==> config.mk <==
export PLATFORM = sky130hd
export DESIGN_NAME = vmmu_scan_fetch_flat
export DESIGN_NICKNAME = d
export VERILOG_FILES = /design/src/rtl/vmmu_scan_fetch_if.sv /design/src/rtl/vmmu_scan_fetch.sv /design/src/flat_wrapper.sv
export SDC_FILE = /design/constraint.sdc
export NUM_CORES = 1
export LEC_CHECK = 0
export ABC_AREA = 1
export CAP_MARGIN = 0
export CORE_MARGIN = 4
export CORE_UTILIZATION = 55
export DETAILED_ROUTE_END_ITERATION = 8
export PLACE_DENSITY = 0.84
export SYNTH_ARGS = -nofsm -noshare
export SYNTH_HDL_FRONTEND = slang
export SYNTH_SLANG_ARGS = --single-unit
export TNS_END_PERCENT = 1
==> constraint.sdc <==
create_clock -name MemClk -period 2.2 [get_ports MemClk]
set_input_delay 0.66 -clock MemClk [delete_from_list [all_inputs] [get_ports MemClk]]
set_output_delay 0.66 -clock MemClk [all_outputs]
set_load 0.02 [all_outputs]
==> src/rtl/vmmu_scan_fetch_if.sv <==
// Bus bundle between vmmu_scan_fetch, the VMMU read queues and the scanout stage.
// master = the fetch block, slave = the VMMU/scanout side.
// Underrun/UnderrunCount exist only when SCAN_FETCH_UNDERRUN_EN is defined.
interface vmmu_scan_fetch_if #(
    parameter int AWIDTH = 18,
    parameter int DWIDTH = 8
);
    logic              FrameStart;
    logic [AWIDTH-1:0] ReadAddrOut;
    logic              PushReadReq;
    logic              ReadReqQueueFull;
    logic [DWIDTH-1:0] ReadDataIn;
    logic              ReadDataQueueEmpty;
    logic              ReadDataClkOut;
    logic [23:0]       PixelOut;
    logic              PixelValid;
    logic              PixelReady;
    logic              FrameDone;
`ifdef SCAN_FETCH_UNDERRUN_EN
    logic              Underrun;
    logic [15:0]       UnderrunCount;
`endif

    modport master (
        input  FrameStart, ReadReqQueueFull, ReadDataIn, ReadDataQueueEmpty, PixelReady,
        output ReadAddrOut, PushReadReq, ReadDataClkOut, PixelOut, PixelValid, FrameDone
`ifdef SCAN_FETCH_UNDERRUN_EN
        , output Underrun, UnderrunCount
`endif
    );

    modport slave (
        output FrameStart, ReadReqQueueFull, ReadDataIn, ReadDataQueueEmpty, PixelReady,
        input  ReadAddrOut, PushReadReq, ReadDataClkOut, PixelOut, PixelValid, FrameDone
`ifdef SCAN_FETCH_UNDERRUN_EN
        , input Underrun, UnderrunCount
`endif
    );
endinterface

==> src/rtl/vmmu_scan_fetch.sv <==
// Purpose: linear framebuffer reader; one VMMU read request per 3-byte RGB pixel, pixels out on valid/ready.
// Latency: first push 2 cycles after FrameStart, pushes >= 3 cycles apart, each byte pop takes 3 cycles.
// Backpressure: requests stall on ReadReqQueueFull or MAXINFLIGHT; PixelOut held until PixelReady.
// Optional macro SCAN_FETCH_UNDERRUN_EN adds Underrun and the saturating UnderrunCount.
module vmmu_scan_fetch #(
    parameter int AWIDTH      = 18,
    parameter int DWIDTH      = 8,
    parameter int BASEADDR    = 0,
    parameter int PIXCOUNT    = 76800,
    parameter int MAXINFLIGHT = 2
) (
    input  logic MemClk,
    input  logic ResetN,
    vmmu_scan_fetch_if.master bus
);
    localparam int CW = $clog2(PIXCOUNT + 1);
    localparam int IW = $clog2(MAXINFLIGHT + 1);
    localparam logic [CW-1:0]     PIXTOTAL    = CW'(PIXCOUNT);
    localparam logic [CW-1:0]     PIXLAST     = CW'(PIXCOUNT - 1);
    localparam logic [IW-1:0]     INFLIGHTMAX = IW'(MAXINFLIGHT);
    localparam logic [AWIDTH-1:0] BASE        = AWIDTH'(BASEADDR);

    localparam logic [1:0] REQ_IDLE = 2'd0;
    localparam logic [1:0] REQ_PUSH = 2'd1;
    localparam logic [1:0] REQ_GAP  = 2'd2;
    localparam logic [1:0] DAT_WAIT = 2'd0;
    localparam logic [1:0] DAT_POP  = 2'd1;
    localparam logic [1:0] DAT_GAP  = 2'd2;

    logic [1:0]        reqState, datState;
    logic              pushReq, popStrobe;
    logic [AWIDTH-1:0] readAddr;
    logic [CW-1:0]     reqCount, pixCount;
    logic [IW-1:0]     inFlight;
    logic [1:0]        byteIdx;
    logic [DWIDTH-1:0] slot0, slot1, slot2;
    logic [23:0]       pixOut;
    logic              pixValid, frameDone, fetchEn, aborting;

    logic transfer, busy, restart, abortStart, canIssue, canSample, pixelDone, incFlight;

    assign transfer   = pixValid && bus.PixelReady;
    // A push already on the bus counts as outstanding even before inFlight catches it.
    assign busy       = (inFlight != '0) || pixValid || (reqState == REQ_PUSH);
    assign abortStart = bus.FrameStart && busy && !aborting;
    assign restart    = aborting ? ((inFlight == '0) && (reqState == REQ_IDLE))
                                 : (bus.FrameStart && !busy);
    assign canIssue   = fetchEn && !aborting && (reqCount < PIXTOTAL) &&
                        !bus.ReadReqQueueFull && (inFlight < INFLIGHTMAX);
    // inFlight guard keeps stray queue bytes from underflowing the count.
    assign canSample  = !bus.ReadDataQueueEmpty && (inFlight != '0) &&
                        (!pixValid || (byteIdx != 2'd2));
    assign pixelDone  = (datState == DAT_GAP) && (byteIdx == 2'd2);
    assign incFlight  = (reqState == REQ_PUSH);

    // Request FSM: one address push per pixel, idle/push/gap gives 3-cycle spacing.
    always_ff @(posedge MemClk) begin
        if (!ResetN) begin
            reqState <= REQ_IDLE;
            pushReq  <= 1'b0;
            readAddr <= BASE;
            reqCount <= '0;
        end else begin
            pushReq <= 1'b0;
            case (reqState)
                REQ_IDLE: begin
                    if (restart) begin
                        readAddr <= BASE;
                        reqCount <= '0;
                    end else if (canIssue) begin
                        reqState <= REQ_PUSH;
                        pushReq  <= 1'b1;
                    end
                end
                REQ_PUSH: begin
                    reqCount <= reqCount + CW'(1);
                    reqState <= REQ_GAP;
                end
                REQ_GAP: begin
                    readAddr <= readAddr + AWIDTH'(3);
                    reqState <= REQ_IDLE;
                end
                default: reqState <= REQ_IDLE;
            endcase
        end
    end

    // In-flight count: +1 on push, -1 when the third byte of a pixel is consumed.
    always_ff @(posedge MemClk) begin
        if (!ResetN) begin
            inFlight <= '0;
        end else if (incFlight && !pixelDone) begin
            inFlight <= inFlight + IW'(1);
        end else if (!incFlight && pixelDone) begin
            inFlight <= inFlight - IW'(1);
        end
    end

    // Data FSM: sample head byte, then pulse pop, then advance the byte index.
    always_ff @(posedge MemClk) begin
        if (!ResetN) begin
            datState  <= DAT_WAIT;
            popStrobe <= 1'b0;
            byteIdx   <= 2'd0;
            slot0     <= '0;
            slot1     <= '0;
            slot2     <= '0;
        end else begin
            popStrobe <= 1'b0;
            case (datState)
                DAT_WAIT: begin
                    if (canSample) begin
                        case (byteIdx)
                            2'd0:    slot0 <= bus.ReadDataIn;
                            2'd1:    slot1 <= bus.ReadDataIn;
                            default: slot2 <= bus.ReadDataIn;
                        endcase
                        popStrobe <= 1'b1;
                        datState  <= DAT_POP;
                    end
                end
                DAT_POP: datState <= DAT_GAP;
                DAT_GAP: begin
                    byteIdx  <= (byteIdx == 2'd2) ? 2'd0 : byteIdx + 2'd1;
                    datState <= DAT_WAIT;
                end
                default: datState <= DAT_WAIT;
            endcase
        end
    end

    // Pixel register: load on completed pixel, drop on transfer, forced empty while aborting.
    always_ff @(posedge MemClk) begin
        if (!ResetN) begin
            pixValid <= 1'b0;
            pixOut   <= '0;
        end else if (aborting || abortStart) begin
            pixValid <= 1'b0;
        end else if (pixelDone) begin
            pixValid <= 1'b1;
            pixOut   <= 24'({slot0, slot1, slot2});
        end else if (transfer) begin
            pixValid <= 1'b0;
        end
    end

    // Frame control: start/abort/restart and the end-of-frame pulse.
    always_ff @(posedge MemClk) begin
        if (!ResetN) begin
            fetchEn   <= 1'b0;
            aborting  <= 1'b0;
            pixCount  <= '0;
            frameDone <= 1'b0;
        end else begin
            frameDone <= 1'b0;
            if (restart) begin
                fetchEn  <= 1'b1;
                aborting <= 1'b0;
                pixCount <= '0;
            end else if (abortStart) begin
                fetchEn  <= 1'b0;
                aborting <= 1'b1;
            end else if (transfer && !aborting) begin
                pixCount <= pixCount + CW'(1);
                if (pixCount == PIXLAST) begin
                    frameDone <= 1'b1;
                    fetchEn   <= 1'b0;
                end
            end
        end
    end

`ifdef SCAN_FETCH_UNDERRUN_EN
    logic        underrunHit, underrun;
    logic [15:0] underrunCount;
    assign underrunHit = bus.PixelReady && !pixValid && fetchEn && !aborting && (pixCount < PIXTOTAL);

    // Underrun tracking: consumer ready with no pixel while the frame is still being fetched.
    always_ff @(posedge MemClk) begin
        if (!ResetN) begin
            underrun      <= 1'b0;
            underrunCount <= '0;
        end else begin
            underrun <= underrunHit && !bus.FrameStart;
            if (bus.FrameStart) begin
                underrunCount <= '0;
            end else if (underrunHit && (underrunCount != 16'hFFFF)) begin
                underrunCount <= underrunCount + 16'd1;
            end
        end
    end
    assign bus.Underrun      = underrun;
    assign bus.UnderrunCount = underrunCount;
`endif

    assign bus.ReadAddrOut    = readAddr;
    assign bus.PushReadReq    = pushReq;
    assign bus.ReadDataClkOut = popStrobe;
    assign bus.PixelOut       = pixOut;
    assign bus.PixelValid     = pixValid;
    assign bus.FrameDone      = frameDone;
endmodule

==> src/flat_wrapper.sv <==
// flat-port wrapper written by rule: the top's interface ports become plain ports
module vmmu_scan_fetch_flat 
#(
    parameter int AWIDTH      = 18,
    parameter int DWIDTH      = 8,
    parameter int BASEADDR    = 0,
    parameter int PIXCOUNT    = 76800,
    parameter int MAXINFLIGHT = 2
)
  (MemClk, ResetN, bus_FrameStart, bus_ReadReqQueueFull, bus_ReadDataIn, bus_ReadDataQueueEmpty, bus_PixelReady, bus_ReadAddrOut, bus_PushReadReq, bus_ReadDataClkOut, bus_PixelOut, bus_PixelValid, bus_FrameDone);
  vmmu_scan_fetch_if #(.AWIDTH(AWIDTH), .DWIDTH(DWIDTH)) bus_i ();
  input  logic MemClk;
  input  logic ResetN;
  input wire logic [$bits(bus_i.FrameStart)-1:0] bus_FrameStart;
  input wire logic [$bits(bus_i.ReadReqQueueFull)-1:0] bus_ReadReqQueueFull;
  input wire logic [$bits(bus_i.ReadDataIn)-1:0] bus_ReadDataIn;
  input wire logic [$bits(bus_i.ReadDataQueueEmpty)-1:0] bus_ReadDataQueueEmpty;
  input wire logic [$bits(bus_i.PixelReady)-1:0] bus_PixelReady;
  output wire logic [$bits(bus_i.ReadAddrOut)-1:0] bus_ReadAddrOut;
  output wire logic [$bits(bus_i.PushReadReq)-1:0] bus_PushReadReq;
  output wire logic [$bits(bus_i.ReadDataClkOut)-1:0] bus_ReadDataClkOut;
  output wire logic [$bits(bus_i.PixelOut)-1:0] bus_PixelOut;
  output wire logic [$bits(bus_i.PixelValid)-1:0] bus_PixelValid;
  output wire logic [$bits(bus_i.FrameDone)-1:0] bus_FrameDone;
  assign bus_i.FrameStart = bus_FrameStart;
  assign bus_i.ReadReqQueueFull = bus_ReadReqQueueFull;
  assign bus_i.ReadDataIn = bus_ReadDataIn;
  assign bus_i.ReadDataQueueEmpty = bus_ReadDataQueueEmpty;
  assign bus_i.PixelReady = bus_PixelReady;
  assign bus_ReadAddrOut = bus_i.ReadAddrOut;
  assign bus_PushReadReq = bus_i.PushReadReq;
  assign bus_ReadDataClkOut = bus_i.ReadDataClkOut;
  assign bus_PixelOut = bus_i.PixelOut;
  assign bus_PixelValid = bus_i.PixelValid;
  assign bus_FrameDone = bus_i.FrameDone;
  vmmu_scan_fetch #(.AWIDTH(AWIDTH), .DWIDTH(DWIDTH), .BASEADDR(BASEADDR), .PIXCOUNT(PIXCOUNT), .MAXINFLIGHT(MAXINFLIGHT)) u_core (.MemClk(MemClk), .ResetN(ResetN), .bus(bus_i));
endmodule
==> results_tabular.tex, run 1 <==
\begin{tabular}{lr}
\hline
Metric & Value \\
\hline
\multicolumn{2}{l}{\textbf{Die}} \\
\quad Die extent in y & 106 um \\
\quad Die extent in x & 106 um \\
\quad Die area & 11200 sq um \\
\quad Number of placement rows & 35 \\
\quad Number of I/O pins & 60 \\
\quad Area of the core & 9280 sq um \\
\quad Initial Util & 56.7\% \\
\multicolumn{2}{l}{\textbf{Power and ir drop}} \\
\quad P\_int & 3880 uW \\
\quad Max rail drop VDD & 582 uV \\
\quad Sw Ratio & 23.0\% \\
\quad P\_sw & 1160 uW \\
\quad Total power after layout & 5040 uW \\
\quad Flop pwr share & 41.4\% \\
\quad Part of the total power dissipated in the clock network & 54.8\% \\
\quad Leakage & 0.00267 uW \\
\quad Part of the total power dissipated in combinational logic & 3.9\% \\
\quad Power per unit of standard cell area & 756 nW/um\^{}2 \\
\multicolumn{2}{l}{\textbf{Clock network}} \\
\quad Post-CTS Setup Bufs & 0 \\
\quad Source-to-sink clock delay at the later pin of the worst-skew pair & 520 ps \\
\quad Clock tree from TritonCTS & done \\
\quad Clock Pin Slew Worst Setup and Hold Paths & 70 ps \\
\quad Clock sinks & 114 \\
\quad Total of hold buffers inserted after clock tree synthesis & 0 \\
\quad H-tree levels & 4 \\
\quad Number of CTS-inserted buffers & 17 \\
\quad Clk buf depth & 2 \\
\quad CTS root buffer & sky130\_fd\_sc\_hd\_\_clkbuf\_8 \\
\multicolumn{2}{l}{\textbf{Final layout}} \\
\quad ANT cells & 0 \\
\quad Net count of the finished layout & 823 \\
\quad Finished Layout Cells & 947 \\
\quad Filler cell count & 717 \\
\quad Synthesis-to-layout area growth & 26.7\% \\
\quad Fraction of final layout cells sized beyond drive strength 1 & 12.3\% \\
\multicolumn{2}{l}{\textbf{Route}} \\
\quad Detailed-route via count & 5176 \\
\quad Average vias per placed instance & 5.47 \\
\quad Avg WL per Cell & 14.1 um \\
\quad DRC Markers & 0 \\
\quad Detailed-route wire length & 13400 um \\
\quad Iteration-0 DRC Markers & 352 \\
\quad Residual antenna-violating net count after detailed routing & 0 \\
\quad First-pass iteration count of the detailed router & 6 \\
\multicolumn{2}{l}{\textbf{Global route}} \\
\quad Wire length of the first global-routing pass & 22400 um \\
\quad Antenna violations before repair & 0 \\
\quad Total global routing overflow & 0 \\
\quad Vias in the first global route & 5028 \\
\quad Maximum number of pins on one net before global-route repair & 56 \\
\quad Overall Global Routing Usage & 24.3\% \\
\multicolumn{2}{l}{\textbf{Synthesis}} \\
\quad Warning count from the yosys run & 0 \\
\quad Flops \& latches, synth & 114 \\
\quad Mapped Cells & 730 \\
\quad Seq/Total Area, Yosys & 43.4\% \\
\quad Mapped Area & 5260 sq um \\
\quad Synthesized Nets & 748 \\
\quad Share of flip-flops with an asynchronous set or reset & 0\% \\
\quad Number of flops mapped to enable cells by yosys & 0 \\
\quad Synthesized area divided by synthesized cell count & 7.21 sq um \\
\quad Number of library cell types mapped by synthesis & 39 \\
\quad Main flop type after synthesis & sky130\_fd\_sc\_hd\_\_dfxtp\_1 \\
\multicolumn{2}{l}{\textbf{Place}} \\
\quad GP Congestion & 0.925 \\
\quad Total half-perimeter wirelength after legalization and detailed placement & 8920 um \\
\quad Number of buffers inserted by port buffering & 59 \\
\quad Number of placed instances, taps included & 915 \\
\multicolumn{2}{l}{\textbf{Min path}} \\
\quad Hold Path Class & flop to flop \\
\quad Start point of the worst min-delay path & u\_core.slot2[7] \\
\quad Endpoint with the worst hold slack & u\_core.bus.PixelOut[7] \\
\quad Hold-critical path depth & 2 \\
\multicolumn{2}{l}{\textbf{STA}} \\
\quad Final clock skew & 21.5 ps \\
\quad Time the worst path needs with I/O delays and setup & 2150 ps \\
\quad Share of the cycle needed by the critical path after routing & 97.8\% \\
\quad Setup violations, final & 0 \\
\quad Worst max-slew margin expressed relative to the limit & 58.3\% \\
\quad Count of final hold-check violations & 0 \\
\quad Maximum achievable frequency & 465 MHz \\
\quad Max Transition Viols Final & 0 \\
\quad Actual transition at the worst max-transition pin & 624 ps \\
\quad RSZ-0062 raised after global routing & no \\
\multicolumn{2}{l}{\textbf{Critical path}} \\
\quad Kind of cell adding the most delay to the critical path & buffers and inverters \\
\quad Capture point of the worst reg-to-reg path & u\_core.reqCount[12] \\
\quad Reg2Reg Depth & 10 \\
\quad Crit Path Class & flop to primary output \\
\quad Cell with the largest stage delay on the worst path & sky130\_fd\_sc\_hd\_\_clkdlybuf4s50\_1 \\
\quad Signal arrival time at the worst endpoint & 1490 ps \\
\quad CP startpoint kind & flop \\
\quad CP Buf/Inv Count & 1 \\
\quad Cell chain of the critical path & clkdlybuf4s50\_1 \\
\quad Slowest stage delay, CP & 620 ps \\
\quad Launching point of the worst reg2reg path & u\_core.reqCount[1] \\
\quad Required @ worst endpoint & 1540 ps \\
\quad Endpoint type of the worst setup path & primary output \\
\quad Largest fanout on the critical path & 2 \\
\quad Reg2reg setup slack & 400 ps \\
\multicolumn{2}{l}{\textbf{Status}} \\
\quad Result of the run & finished clean \\
\multicolumn{2}{l}{\textbf{Flow run}} \\
\quad Count of maximum capacitance violations & 0 \\
\hline
\end{tabular}
==> cell usage in the layout, fill, tap and decap left out, drive strengths merged, types with 17 or more instances in the layout <==
cell type	netlist	layout
nand4	18	18
nand3	61	61
buf	11	20
a21oi	71	71
clkdlybuf4s50	0	38
o21ai	66	66
nor2	127	127
dfxtp	114	114
inv	70	72
clkbuf	12	17
nand2	129	129
==> power groups by stage <==
stage	Sequential, uW	Combinational [uW]	Clock [uW]
floorplan	2130	126	0
global placement	2130	188	0
detailed placement	2130	191	0
CTS	2090	193	2790
global route	2090	211	2890
finish	2090	194	2760
==> cells in the mapped netlist (2+ instances only) <==
cell	n	area [sq um]
sky130_fd_sc_hd__inv_2	3	11.3
sky130_fd_sc_hd__o21ai_4	2	32.5
sky130_fd_sc_hd__a211oi_1	3	22.5
sky130_fd_sc_hd__buf_4	2	15.0
sky130_fd_sc_hd__nor3_2	2	20.0
sky130_fd_sc_hd__nor3_1	11	55.1
sky130_fd_sc_hd__nand3_1	58	290
sky130_fd_sc_hd__buf_6	3	33.8
sky130_fd_sc_hd__inv_1	66	248
sky130_fd_sc_hd__nor2_2	7	43.8
sky130_fd_sc_hd__xor2_1	5	43.8
sky130_fd_sc_hd__dfxtp_1	114	2280
sky130_fd_sc_hd__nor2_1	118	443
sky130_fd_sc_hd__clkbuf_1	12	45.0
sky130_fd_sc_hd__buf_2	6	30.0
sky130_fd_sc_hd__nor4_1	2	12.5
sky130_fd_sc_hd__nand4_1	18	113
sky130_fd_sc_hd__nor2_4	2	22.5
sky130_fd_sc_hd__nand3_2	2	20.0
sky130_fd_sc_hd__or2_2	8	50.1
sky130_fd_sc_hd__ha_1	4	50.1
sky130_fd_sc_hd__o21ai_0	63	315
sky130_fd_sc_hd__a21o_1	2	15.0
sky130_fd_sc_hd__a21oi_1	61	305
sky130_fd_sc_hd__a21oi_2	9	78.8
sky130_fd_sc_hd__nand2_2	10	62.6
sky130_fd_sc_hd__o21bai_1	5	37.5
sky130_fd_sc_hd__xnor2_1	3	26.3
sky130_fd_sc_hd__nand2_1	119	447
==> kinds of logic (layout without fill, tap and decap cells) <==
family / count (synthesis) / in the layout / synth area share, %
buf+inv: 93 / 181 / 7.39
compound gates: 152 / 152 / 16.5
flops: 114 / 114 / 43.4
xor+xnor: 8 / 8 / 1.33
fa+ha+maj: 4 / 4 / 0.951
simple gates: 359 / 359 / 30.5
==> sequential cells by signal (all words and copies together) (netlist names) <==
signal,cells
u_core.aborting,1
u_core.bus.ReadDataClkOut,1
u_core.reqState,2
u_core.slot2,8
u_core.reqCount,17
u_core.fetchEn,1
u_core.datState,2
u_core.bus.PixelOut,24
u_core.bus.PushReadReq,1
u_core.bus.PixelValid,1
u_core.bus.ReadAddrOut,18
u_core.byteIdx,2
u_core.bus.FrameDone,1
u_core.slot0,8
u_core.pixCount,17
u_core.slot1,8
u_core.inFlight,2
==> how the worst max path moves through the flow <==
stage | from | to | depth (start not counted)
after floorplan | u_core.bus.ReadAddrOut[0] | u_core.bus.ReadAddrOut[16] | 9
after global placement | bus_PixelReady | u_core.pixCount[10] | 9
after detailed placement | bus_PixelReady | u_core.pixCount[10] | 9
after CTS | u_core.bus.ReadAddrOut[1] | bus_ReadAddrOut[1] | 1
after global routing | u_core.bus.PixelOut[15] | bus_PixelOut[15] | 1
final | u_core.bus.ReadAddrOut[6] | bus_ReadAddrOut[6] | 1
==> through the flow <==
step | setup TNS, ps | hold slack [ps] | util, % | instance area (sq um) | setup slack, ps
global route | 0 | 480 | 71.8 | 6670 | 3.94
detailed placement | -763 | 446 | 65.3 | 6070 | -77.6
global placement | 0 | 443 | 65.3 | 6070 | 1.50
CTS | 0 | 454 | 71.6 | 6650 | 1.65
finish | 0 | 451 | 71.8 | 6670 | 49.4
floorplan | 0 | 430 | - | 5260 | 553
==> layout make-up <==
cell class	instances	area, sq um	share of cell area (%)
clock inverter	15	184	2.76
tap	129	161	2.42
timing repair buffer	79	769	11.5
sequential	114	2280	34.2
inverter	70	265	3.98
multi-input combinational	523	2590	38.9
clock buffer	17	414	6.21
==> per-layer routing <==
| metal | share of wire [%] | wire length (um) | up-vias | global-route usage [%] |
|---|---|---|---|---|
| met3 | 5.3 | 714 | 29 | 6.55 |
| met2 | 50 | 6760 | 207 | 41.9 |
| met4 | 1.9 | 255 | 0 | 8.70 |
| met5 | 0 | 0 | - | 0 |
| li1 | - | - | 2560 | - |
| met1 | 42 | 5660 | 2380 | 28.9 |
==> timing repair <==
item,CTS,global route
resized for setup,13,8
cloned,0,0
endpoints found under the setup margin,13,8
No activity file was read; power rests on OpenSTA's default activity.
==> run 2, diff against run 1 <==
--- a/config.mk
+++ b/config.mk
@@ -9,8 +9,9 @@
 export CAP_MARGIN = 0
 export CORE_MARGIN = 4
 export CORE_UTILIZATION = 55
+export CTS_CLUSTER_DIAMETER = 50
 export DETAILED_ROUTE_END_ITERATION = 8
-export PLACE_DENSITY = 0.84
+export PLACE_DENSITY_LB_ADDON = 0.05
 export SYNTH_ARGS = -nofsm -noshare
 export SYNTH_HDL_FRONTEND = slang
 export SYNTH_SLANG_ARGS = --single-unit
==> run 2 against run 1 <==
  * Count of clock-buffer cells in the layout unchanged
  * Hold slack improved by 8.2 ps
  * Sequential share of layout area increased by 0.11 points
  * Die area unchanged
  * Global-route usage decreased by 1.5 points
  * Critical endpoint is now bus_ReadAddrOut[4]
  * Critical path depth unchanged
  * Cell count decreased by 0.11%
  * Fmax increased by 0.51%
  * Setup slack improved by 11 ps
  * Combinational power increased by 4%
==> results_tabular.tex, run 2 (synthesis gave the netlist of run 1 again) <==
\begin{tabular}{lr}
\hline
Metric & Value \\
\hline
\multicolumn{2}{l}{\textbf{Status}} \\
\quad Result of the run & finished clean \\
\multicolumn{2}{l}{\textbf{Die}} \\
\quad Number of I/O pins & 60 (unchanged) \\
\quad Initial Util & 56.7\% (unchanged) \\
\quad Number of placement rows & 35 (unchanged) \\
\quad Die area & 11200 sq um (unchanged) \\
\quad Die extent in y & 106 um (unchanged) \\
\quad Area of the core & 9280 sq um (unchanged) \\
\quad Die extent in x & 106 um (unchanged) \\
\multicolumn{2}{l}{\textbf{Critical path}} \\
\quad Reg2Reg Depth & 10 (unchanged) \\
\quad Crit Path Class & flop to primary output \\
\quad Cell with the largest stage delay on the worst path & sky130\_fd\_sc\_hd\_\_clkdlybuf4s50\_1 \\
\quad Required @ worst endpoint & 1540 ps (about the same) \\
\quad Largest fanout on the critical path & 2 (unchanged) \\
\quad Capture point of the worst reg-to-reg path & u\_core.reqCount[12] \\
\quad Kind of cell adding the most delay to the critical path & buffers and inverters \\
\quad CP startpoint kind & flop \\
\quad Cell chain of the critical path & clkdlybuf4s50\_1 \\
\quad Signal arrival time at the worst endpoint & 1480 ps (about the same) \\
\quad Launching point of the worst reg2reg path & u\_core.reqCount[1] \\
\quad Endpoint type of the worst setup path & primary output \\
\quad Reg2reg setup slack & 440 ps (+40 ps) \\
\quad Slowest stage delay, CP & 610 ps (about the same) \\
\quad CP Buf/Inv Count & 1 (unchanged) \\
\multicolumn{2}{l}{\textbf{STA}} \\
\quad Actual transition at the worst max-transition pin & 482 ps (-142 ps) \\
\quad Share of the cycle needed by the critical path after routing & 97.3\% (-0.50 points) \\
\quad Worst hold slack & 459 ps (+8.23 ps) \\
\quad Time the worst path needs with I/O delays and setup & 2140 ps (-11.0 ps) \\
\quad Max Transition Viols Final & 0 (unchanged) \\
\quad Setup violations, final & 0 (unchanged) \\
\quad Final total negative setup slack & 0 ps (unchanged) \\
\quad Maximum achievable frequency & 467 MHz (+0.51\%) \\
\quad Worst max-slew margin expressed relative to the limit & 67.9\% (+9.6 points) \\
\quad Final clock skew & 17.4 ps (-4.11 ps) \\
\quad RSZ-0062 raised after global routing & no \\
\quad Count of final hold-check violations & 0 (unchanged) \\
\multicolumn{2}{l}{\textbf{Clock network}} \\
\quad Cells resized by post-CTS repair & 15 (+2) \\
\quad Source-to-sink clock delay at the later pin of the worst-skew pair & 530 ps (about the same) \\
\quad Clk buf depth & 2 (unchanged) \\
\quad Number of CTS-inserted buffers & 17 (unchanged) \\
\quad Clock tree from TritonCTS & done \\
\quad Post-CTS Setup Bufs & 0 (unchanged) \\
\quad Total of hold buffers inserted after clock tree synthesis & 0 (unchanged) \\
\quad CTS root buffer & sky130\_fd\_sc\_hd\_\_clkbuf\_8 \\
\quad Clock sinks & 114 (unchanged) \\
\quad H-tree levels & 4 (unchanged) \\
\quad Clock Pin Slew Worst Setup and Hold Paths & 60 ps (about the same) \\
\multicolumn{2}{l}{\textbf{Route}} \\
\quad DRC Markers & 0 (unchanged) \\
\quad Average vias per placed instance & 5.32 (-2.6\%) \\
\quad Detailed-route via count & 5035 (-2.7\%) \\
\quad First-pass iteration count of the detailed router & 5 (-1) \\
\quad Iteration-0 DRC Markers & 249 (-29\%) \\
\quad Residual antenna-violating net count after detailed routing & 0 (unchanged) \\
\quad Avg WL per Cell & 13.0 um (-7.8\%) \\
\quad Detailed-route wire length & 12300 um (-7.9\%) \\
\multicolumn{2}{l}{\textbf{Min path}} \\
\quad Endpoint with the worst hold slack & u\_core.bus.PixelOut[3] \\
\quad Hold Path Class & flop to flop \\
\quad Hold-critical path depth & 2 (unchanged) \\
\quad Start point of the worst min-delay path & u\_core.slot2[3] \\
\multicolumn{2}{l}{\textbf{Power and ir drop}} \\
\quad Part of the total power dissipated in the clock network & 54.8\% (about the same) \\
\quad Part of the total power dissipated in combinational logic & 4.0\% (about the same) \\
\quad P\_int & 3820 uW (-1.6\%) \\
\quad Power per unit of standard cell area & 761 nW/um\^{}2 (+0.66\%) \\
\quad Sw Ratio & 24.5\% (+1.5 points) \\
\quad P\_sw & 1240 uW (+6.9\%) \\
\quad Flop pwr share & 41.2\% (-0.2 points) \\
\quad Max rail drop VDD & 399 uV (-31\%) \\
\quad Leakage & 0.00261 uW (-2.5\%) \\
\multicolumn{2}{l}{\textbf{Global route}} \\
\quad Antenna violations before repair & 0 (unchanged) \\
\quad Total global routing overflow & 0 (unchanged) \\
\quad Overall Global Routing Usage & 22.7\% (-1.5 points) \\
\quad Wire length of the first global-routing pass & 21000 um (-6.3\%) \\
\quad Maximum number of pins on one net before global-route repair & 56 (unchanged) \\
\quad Vias in the first global route & 4748 (-5.6\%) \\
\multicolumn{2}{l}{\textbf{Final layout}} \\
\quad Most common cell after layout, fill and taps aside & sky130\_fd\_sc\_hd\_\_nand2\_1 \\
\quad Largest register FFs & 24 (unchanged) \\
\quad Filler cell count & 751 (+4.7\%) \\
\quad ANT cells & 0 (unchanged) \\
\quad Multi-input gate area & 2590 sq um (unchanged) \\
\quad Synthesis-to-layout area growth & 26.3\% \\
\quad Fraction of final layout cells sized beyond drive strength 1 & 12.2\% (-0.11 points) \\
\quad Share of the core filled with cells & 71.6\% (-0.23 points) \\
\quad Leading cell types in the layout, fill and taps excluded & 119 x sky130\_fd\_sc\_hd\_\_nand2\_1, 118 x sky130\_fd\_sc\_hd\_\_nor2\_1, 114 x sky130\_fd\_sc\_hd\_\_dfxtp\_1, 66 x sky130\_fd\_sc\_hd\_\_inv\_1, 63 x sky130\_fd\_sc\_hd\_\_o21ai\_0 \\
\quad Final design instance area without fill & 6650 sq um (-0.32\%) \\
\quad Net count of the finished layout & 822 (-0.12\%) \\
\quad Register Area & 2280 sq um (unchanged) \\
\multicolumn{2}{l}{\textbf{Place}} \\
\quad Placed Area & 6060 sq um (-0.12\%) \\
\quad Number of buffers inserted by port buffering & 59 (unchanged) \\
\quad Total half-perimeter wirelength after legalization and detailed placement & 8480 um (-4.9\%) \\
\quad GP Congestion & 0.894 (-3.3\%) \\
\multicolumn{2}{l}{\textbf{Flow run}} \\
\quad Count of maximum capacitance violations & 0 (unchanged) \\
\hline
\end{tabular}
## run 2: cell types whose count changed in the layout (fill, tap and decap cells not counted)
cell | previous run | this run
sky130_fd_sc_hd__inv_6 | 1 | 7
sky130_fd_sc_hd__clkinv_4 | 5 | 1
sky130_fd_sc_hd__dlymetal6s2s_1 | 8 | 4
sky130_fd_sc_hd__clkinv_2 | 3 | 0
sky130_fd_sc_hd__inv_8 | 1 | 4
sky130_fd_sc_hd__clkdlybuf4s50_1 | 38 | 40
sky130_fd_sc_hd__dlygate4sd2_1 | 13 | 15
sky130_fd_sc_hd__buf_4 | 18 | 17
sky130_fd_sc_hd__bufinv_16 | 3 | 2
sky130_fd_sc_hd__clkinvlp_4 | 2 | 1
## run 2: routing by layer
metal	GRT usage, %	up-vias	share of wire (%)
met2	37.5	114	47
met3	5.51	17	4.3
li1	-	2565	-
met5	0	-	0
met4	9.16	0	1.3
met1	28.6	2339	47
## run 2: through the flow
stage          instances  total power [uW]  worst slack (ps)
2_1_floorplan        730              2260               553
3_3_place_gp         914              2330             -32.6
3_5_place_dp         914              2330             -81.2
4_1_cts              946              5100             0.239
5_1_grt              946              5210              2.97
6_report             946              5060              60.4
## run 2: cell type report
cell class,instances,share of cell area (%)
clock inverter,15,2.75
timing repair buffer,78,11.3
multi-input combinational,523,39.0
clock buffer,17,6.23
inverter,70,3.99
sequential,114,34.3
tap,129,2.43
## run 2: power by group through the flow
stage / clock [uW] / combinational [uW] / sequential [uW]
finish: 2770 / 202 / 2090
floorplan: 0 / 126 / 2130
global route: 2900 / 223 / 2090
CTS: 2810 / 203 / 2090
global placement: 0 / 198 / 2130
detailed placement: 0 / 201 / 2130
## run 2: worst min-delay path: stages (launching register included)
cell and delay (ps):
sky130_fd_sc_hd__dfxtp_1 290, sky130_fd_sc_hd__inv_1 60, sky130_fd_sc_hd__a21oi_1 60
## run 2: how the worst max path moves through the flow
stage / startpoint / to / slack, ps / cells past startpoint
2_1_floorplan: u_core.bus.ReadAddrOut[0] / u_core.bus.ReadAddrOut[16] / 550 / 9
3_3_place_gp: bus_PixelReady / u_core.pixCount[9] / -30 / 9
3_5_place_dp: bus_PixelReady / u_core.pixCount[9] / -80 / 9
4_1_cts: u_core.bus.ReadAddrOut[1] / bus_ReadAddrOut[1] / 0.2 / 1
5_1_grt: u_core.bus.ReadAddrOut[4] / bus_ReadAddrOut[4] / 3 / 1
6_report: u_core.bus.ReadAddrOut[4] / bus_ReadAddrOut[4] / 60 / 1
==> run 3, diff against run 2 <==
--- a/config.mk
+++ b/config.mk
@@ -5,9 +5,7 @@
 export SDC_FILE = /design/constraint.sdc
 export NUM_CORES = 1
 export LEC_CHECK = 0
-export ABC_AREA = 1
 export CAP_MARGIN = 0
-export CORE_MARGIN = 4
 export CORE_UTILIZATION = 55
 export CTS_CLUSTER_DIAMETER = 50
 export DETAILED_ROUTE_END_ITERATION = 8
==> run 3 against run 2 <==
  * Clock skew is 3.6 ps lower
  * Via count down 12%
  * Area after synthesis decreased by 5.4%
  * Critical endpoint is now bus_ReadAddrOut[15]
  * Largest power group unchanged
==> results_tabular.tex, run 3 <==
\begin{tabular}{lr}
\hline
Metric & Value \\
\hline
\multicolumn{2}{l}{\textbf{Status}} \\
\quad Result of the run & finished clean \\
\multicolumn{2}{l}{\textbf{Synthesis}} \\
\quad Top cells by instance count after synthesis & 114 x sky130\_fd\_sc\_hd\_\_dfxtp\_1, 77 x sky130\_fd\_sc\_hd\_\_nand2\_1, 56 x sky130\_fd\_sc\_hd\_\_nor2\_1 \\
\quad Synthesized Nets & 586 (-22\%) \\
\quad Yosys top cell area share & 45.9\% (+2.5 points) \\
\quad Flops \& latches, synth & 114 (unchanged) \\
\quad Synth area leaders & sky130\_fd\_sc\_hd\_\_dfxtp\_1 46\%, sky130\_fd\_sc\_hd\_\_mux2i\_1 11\%, sky130\_fd\_sc\_hd\_\_nand2\_1 5.8\% \\
\quad Seq/Total Area, Yosys & 45.9\% (+2.5 points) \\
\quad Number of flops mapped to enable cells by yosys & 0 (unchanged) \\
\quad Mapped Area & 4980 sq um (-5.4\%) \\
\quad Warning count from the yosys run & 0 (unchanged) \\
\quad Synthesized area divided by synthesized cell count & 8.76 sq um (+22\%) \\
\quad Main flop type after synthesis & sky130\_fd\_sc\_hd\_\_dfxtp\_1 \\
\quad Share of flip-flops with an asynchronous set or reset & 0\% (unchanged) \\
\quad Cell with the most instances after synthesis & sky130\_fd\_sc\_hd\_\_dfxtp\_1 \\
\quad Mapped Cells & 568 (-22\%) \\
\quad Cell type with the highest aggregate area in the netlist & sky130\_fd\_sc\_hd\_\_dfxtp\_1 \\
\quad Number of library cell types mapped by synthesis & 51 (+31\%) \\
\multicolumn{2}{l}{\textbf{Route}} \\
\quad Detailed-route via count & 4433 (-12\%) \\
\quad DRC Markers & 0 (unchanged) \\
\quad Average vias per placed instance & 5.75 (+8.0\%) \\
\quad First-pass iteration count of the detailed router & 5 (unchanged) \\
\quad Iteration-0 DRC Markers & 148 (-41\%) \\
\quad Residual antenna-violating net count after detailed routing & 0 (unchanged) \\
\quad Avg WL per Cell & 14.9 um (+15\%) \\
\quad Detailed-route wire length & 11500 um (-6.6\%) \\
\multicolumn{2}{l}{\textbf{Critical path}} \\
\quad Kind of cell adding the most delay to the critical path & buffers and inverters \\
\quad Largest fanout on the critical path & 4 (+2) \\
\quad CP startpoint kind & flop \\
\quad Signal arrival time at the worst endpoint & 1480 ps (about the same) \\
\quad CP Buf/Inv Count & 1 (unchanged) \\
\quad Slowest stage delay, CP & 610 ps (about the same) \\
\quad Required @ worst endpoint & 1540 ps (about the same) \\
\quad Endpoint type of the worst setup path & primary output \\
\quad Cell chain of the critical path & clkdlybuf4s50\_1 \\
\quad Cell with the largest stage delay on the worst path & sky130\_fd\_sc\_hd\_\_clkdlybuf4s50\_1 \\
\quad Crit Path Class & flop to primary output \\
\multicolumn{2}{l}{\textbf{Final layout}} \\
\quad Largest register FFs & 24 (unchanged) \\
\quad Net count of the finished layout & 668 (-19\%) \\
\quad Fraction of final layout cells sized beyond drive strength 1 & 11.3\% (-0.93 points) \\
\quad Leading cell types in the layout, fill and taps excluded & 114 x sky130\_fd\_sc\_hd\_\_dfxtp\_1, 77 x sky130\_fd\_sc\_hd\_\_nand2\_1, 56 x sky130\_fd\_sc\_hd\_\_nor2\_1, 53 x sky130\_fd\_sc\_hd\_\_mux2i\_1, 39 x sky130\_fd\_sc\_hd\_\_clkdlybuf4s50\_1 \\
\quad Final design instance area without fill & 6440 sq um (-3.1\%) \\
\quad ANT cells & 0 (unchanged) \\
\quad Most common cell after layout, fill and taps aside & sky130\_fd\_sc\_hd\_\_dfxtp\_1 \\
\quad Synthesis-to-layout area growth & 29.4\% \\
\multicolumn{2}{l}{\textbf{Place}} \\
\quad Number of buffers inserted by port buffering & 59 (unchanged) \\
\quad Total half-perimeter wirelength after legalization and detailed placement & 7570 um (-11\%) \\
\quad Placed Area & 5870 sq um (-3.1\%) \\
\quad GP Congestion & 0.854 (-4.5\%) \\
\multicolumn{2}{l}{\textbf{STA}} \\
\quad Maximum achievable frequency & 467 MHz (about the same) \\
\quad Actual transition at the worst max-transition pin & 499 ps (+17.4 ps) \\
\quad Share of the cycle needed by the critical path after routing & 97.2\% (about the same) \\
\quad RSZ-0062 raised after global routing & no \\
\quad Time the worst path needs with I/O delays and setup & 2140 ps (-0.198 ps) \\
\quad Max Transition Viols Final & 0 (unchanged) \\
\quad Worst max-slew margin expressed relative to the limit & 66.7\% (-1.2 points) \\
\quad Final clock skew & 13.8 ps (-3.61 ps) \\
\quad Final total negative setup slack & 0 ps (unchanged) \\
\quad Count of final hold-check violations & 0 (unchanged) \\
\quad Setup violations, final & 0 (unchanged) \\
\multicolumn{2}{l}{\textbf{Global route}} \\
\quad Vias in the first global route & 4246 (-11\%) \\
\quad Wire length of the first global-routing pass & 19500 um (-7.3\%) \\
\quad Total global routing overflow & 0 (unchanged) \\
\quad Maximum number of pins on one net before global-route repair & 39 (-30\%) \\
\quad Antenna violations before repair & 0 (unchanged) \\
\quad Overall Global Routing Usage & 25.2\% (+2.5 points) \\
\multicolumn{2}{l}{\textbf{Die}} \\
\quad Number of placement rows & 34 (-2.9\%) \\
\quad Initial Util & 57.1\% (+0.37 points) \\
\quad Number of I/O pins & 60 (unchanged) \\
\quad Die extent in x & 97.1 um (-8.2\%) \\
\quad Area of the core & 8720 sq um (-6.1\%) \\
\quad Die area & 9430 sq um (-16\%) \\
\quad Die extent in y & 97.1 um (-8.2\%) \\
\multicolumn{2}{l}{\textbf{Flow run}} \\
\quad Count of maximum capacitance violations & 0 (unchanged) \\
\multicolumn{2}{l}{\textbf{Clock network}} \\
\quad Total of hold buffers inserted after clock tree synthesis & 0 (unchanged) \\
\quad Cells resized by post-CTS repair & 12 (-3) \\
\quad Clk buf depth & 2 (unchanged) \\
\quad Post-CTS Setup Bufs & 0 (unchanged) \\
\quad Source-to-sink clock delay at the later pin of the worst-skew pair & 510 ps (-20 ps) \\
\quad Clock Pin Slew Worst Setup and Hold Paths & 60 ps (about the same) \\
\quad CTS root buffer & sky130\_fd\_sc\_hd\_\_clkbuf\_8 \\
\quad Clock tree from TritonCTS & done \\
\quad Clock sinks & 114 (unchanged) \\
\quad Number of CTS-inserted buffers & 17 (unchanged) \\
\quad H-tree levels & 4 (unchanged) \\
\multicolumn{2}{l}{\textbf{Power and ir drop}} \\
\quad Leakage & 0.00248 uW (-4.8\%) \\
\quad Power per unit of standard cell area & 760 nW/um\^{}2 (-0.13\%) \\
\quad Max rail drop VDD & 534 uV (+34\%) \\
\multicolumn{2}{l}{\textbf{Min path}} \\
\quad Hold Path Class & flop to flop \\
\hline
\end{tabular}
-- run 3: cell types whose count changed in the layout (fill, tap and decap cells not counted), moves of 17 or more --
cell                      previous run  this run
sky130_fd_sc_hd__nor2_1            118        56
sky130_fd_sc_hd__mux2i_1             0        53
sky130_fd_sc_hd__inv_1              66        14
sky130_fd_sc_hd__nand2_1           119        77
sky130_fd_sc_hd__o21ai_0            63        21
sky130_fd_sc_hd__nand3_1            58        26
sky130_fd_sc_hd__a21oi_1            61        32
sky130_fd_sc_hd__or3_1               0        17
-- run 3: kinds of logic (layout without fill, tap and decap cells) --
group	Yosys count	after routing	share of synthesized area, %
and+or+nand+nor	243	243	24.4
DFF	114	114	45.9
adders and majority gates	4	4	1.01
AOI/OAI and AO/OA	96	96	12.1
muxes	53	53	10.7
buffers and inverters	43	138	3.39
xor gates and xnor gates	15	15	2.64
-- run 3: final timing paths --
check,from,end,slack [ps],cells past startpoint
max,u_core.bus.ReadAddrOut[15],bus_ReadAddrOut[15],60,1
min,u_core.datState[1],u_core.datState[1],440,1
max reg2reg,u_core.bus.ReadAddrOut[3],u_core.bus.ReadAddrOut[12],330,4
min reg2reg,u_core.datState[1],u_core.datState[1],440,1
-- run 3: stage by stage --
step | util (%) | setup WS, ps | hold slack [ps] | power (uW) | cells
after floorplan | - | 354 | 406 | 2240 | 568
after global placement | 67.3 | -182 | 415 | 2340 | 739
after detailed placement | 67.3 | -271 | 428 | 2350 | 739
after CTS | 73.6 | 3.22 | 448 | 4930 | 771
after global routing | 73.8 | 13.9 | 455 | 5050 | 771
final | 73.8 | 60.6 | 441 | 4900 | 771
-- run 3: metal layers --
| layer | routed length (um) | track usage (%) | vias to the layer above | part of all wire [%] |
|---|---|---|---|---|
| met5 | 0 | 0 | - | 0 |
| met4 | 128 | 10.2 | 0 | 1.1 |
| met3 | 451 | 6.62 | 10 | 3.9 |
| met2 | 5750 | 42.7 | 100 | 50 |
| met1 | 5180 | 30.4 | 2121 | 45 |
| li1 | - | - | 2202 | - |
-- run 3: cell type report --
| type | instances | area, sq um |
|---|---|---|
| repair buffers | 91 | 866 |
| clock inverters | 13 | 125 |
| well taps | 108 | 135 |
| inverters | 15 | 56.3 |
| flip-flops and latches | 114 | 2280 |
| fillers | 674 | 2280 |
| clock buffers | 19 | 442 |
| multi-input cells | 411 | 2530 |
-- run 3: power breakdown --
part	switching, uW	leakage [uW]	internal [uW]
combinational	123	0.00129	91.9
clock	1020	0.000276	1570
sequential	12.5	0.000919	2080
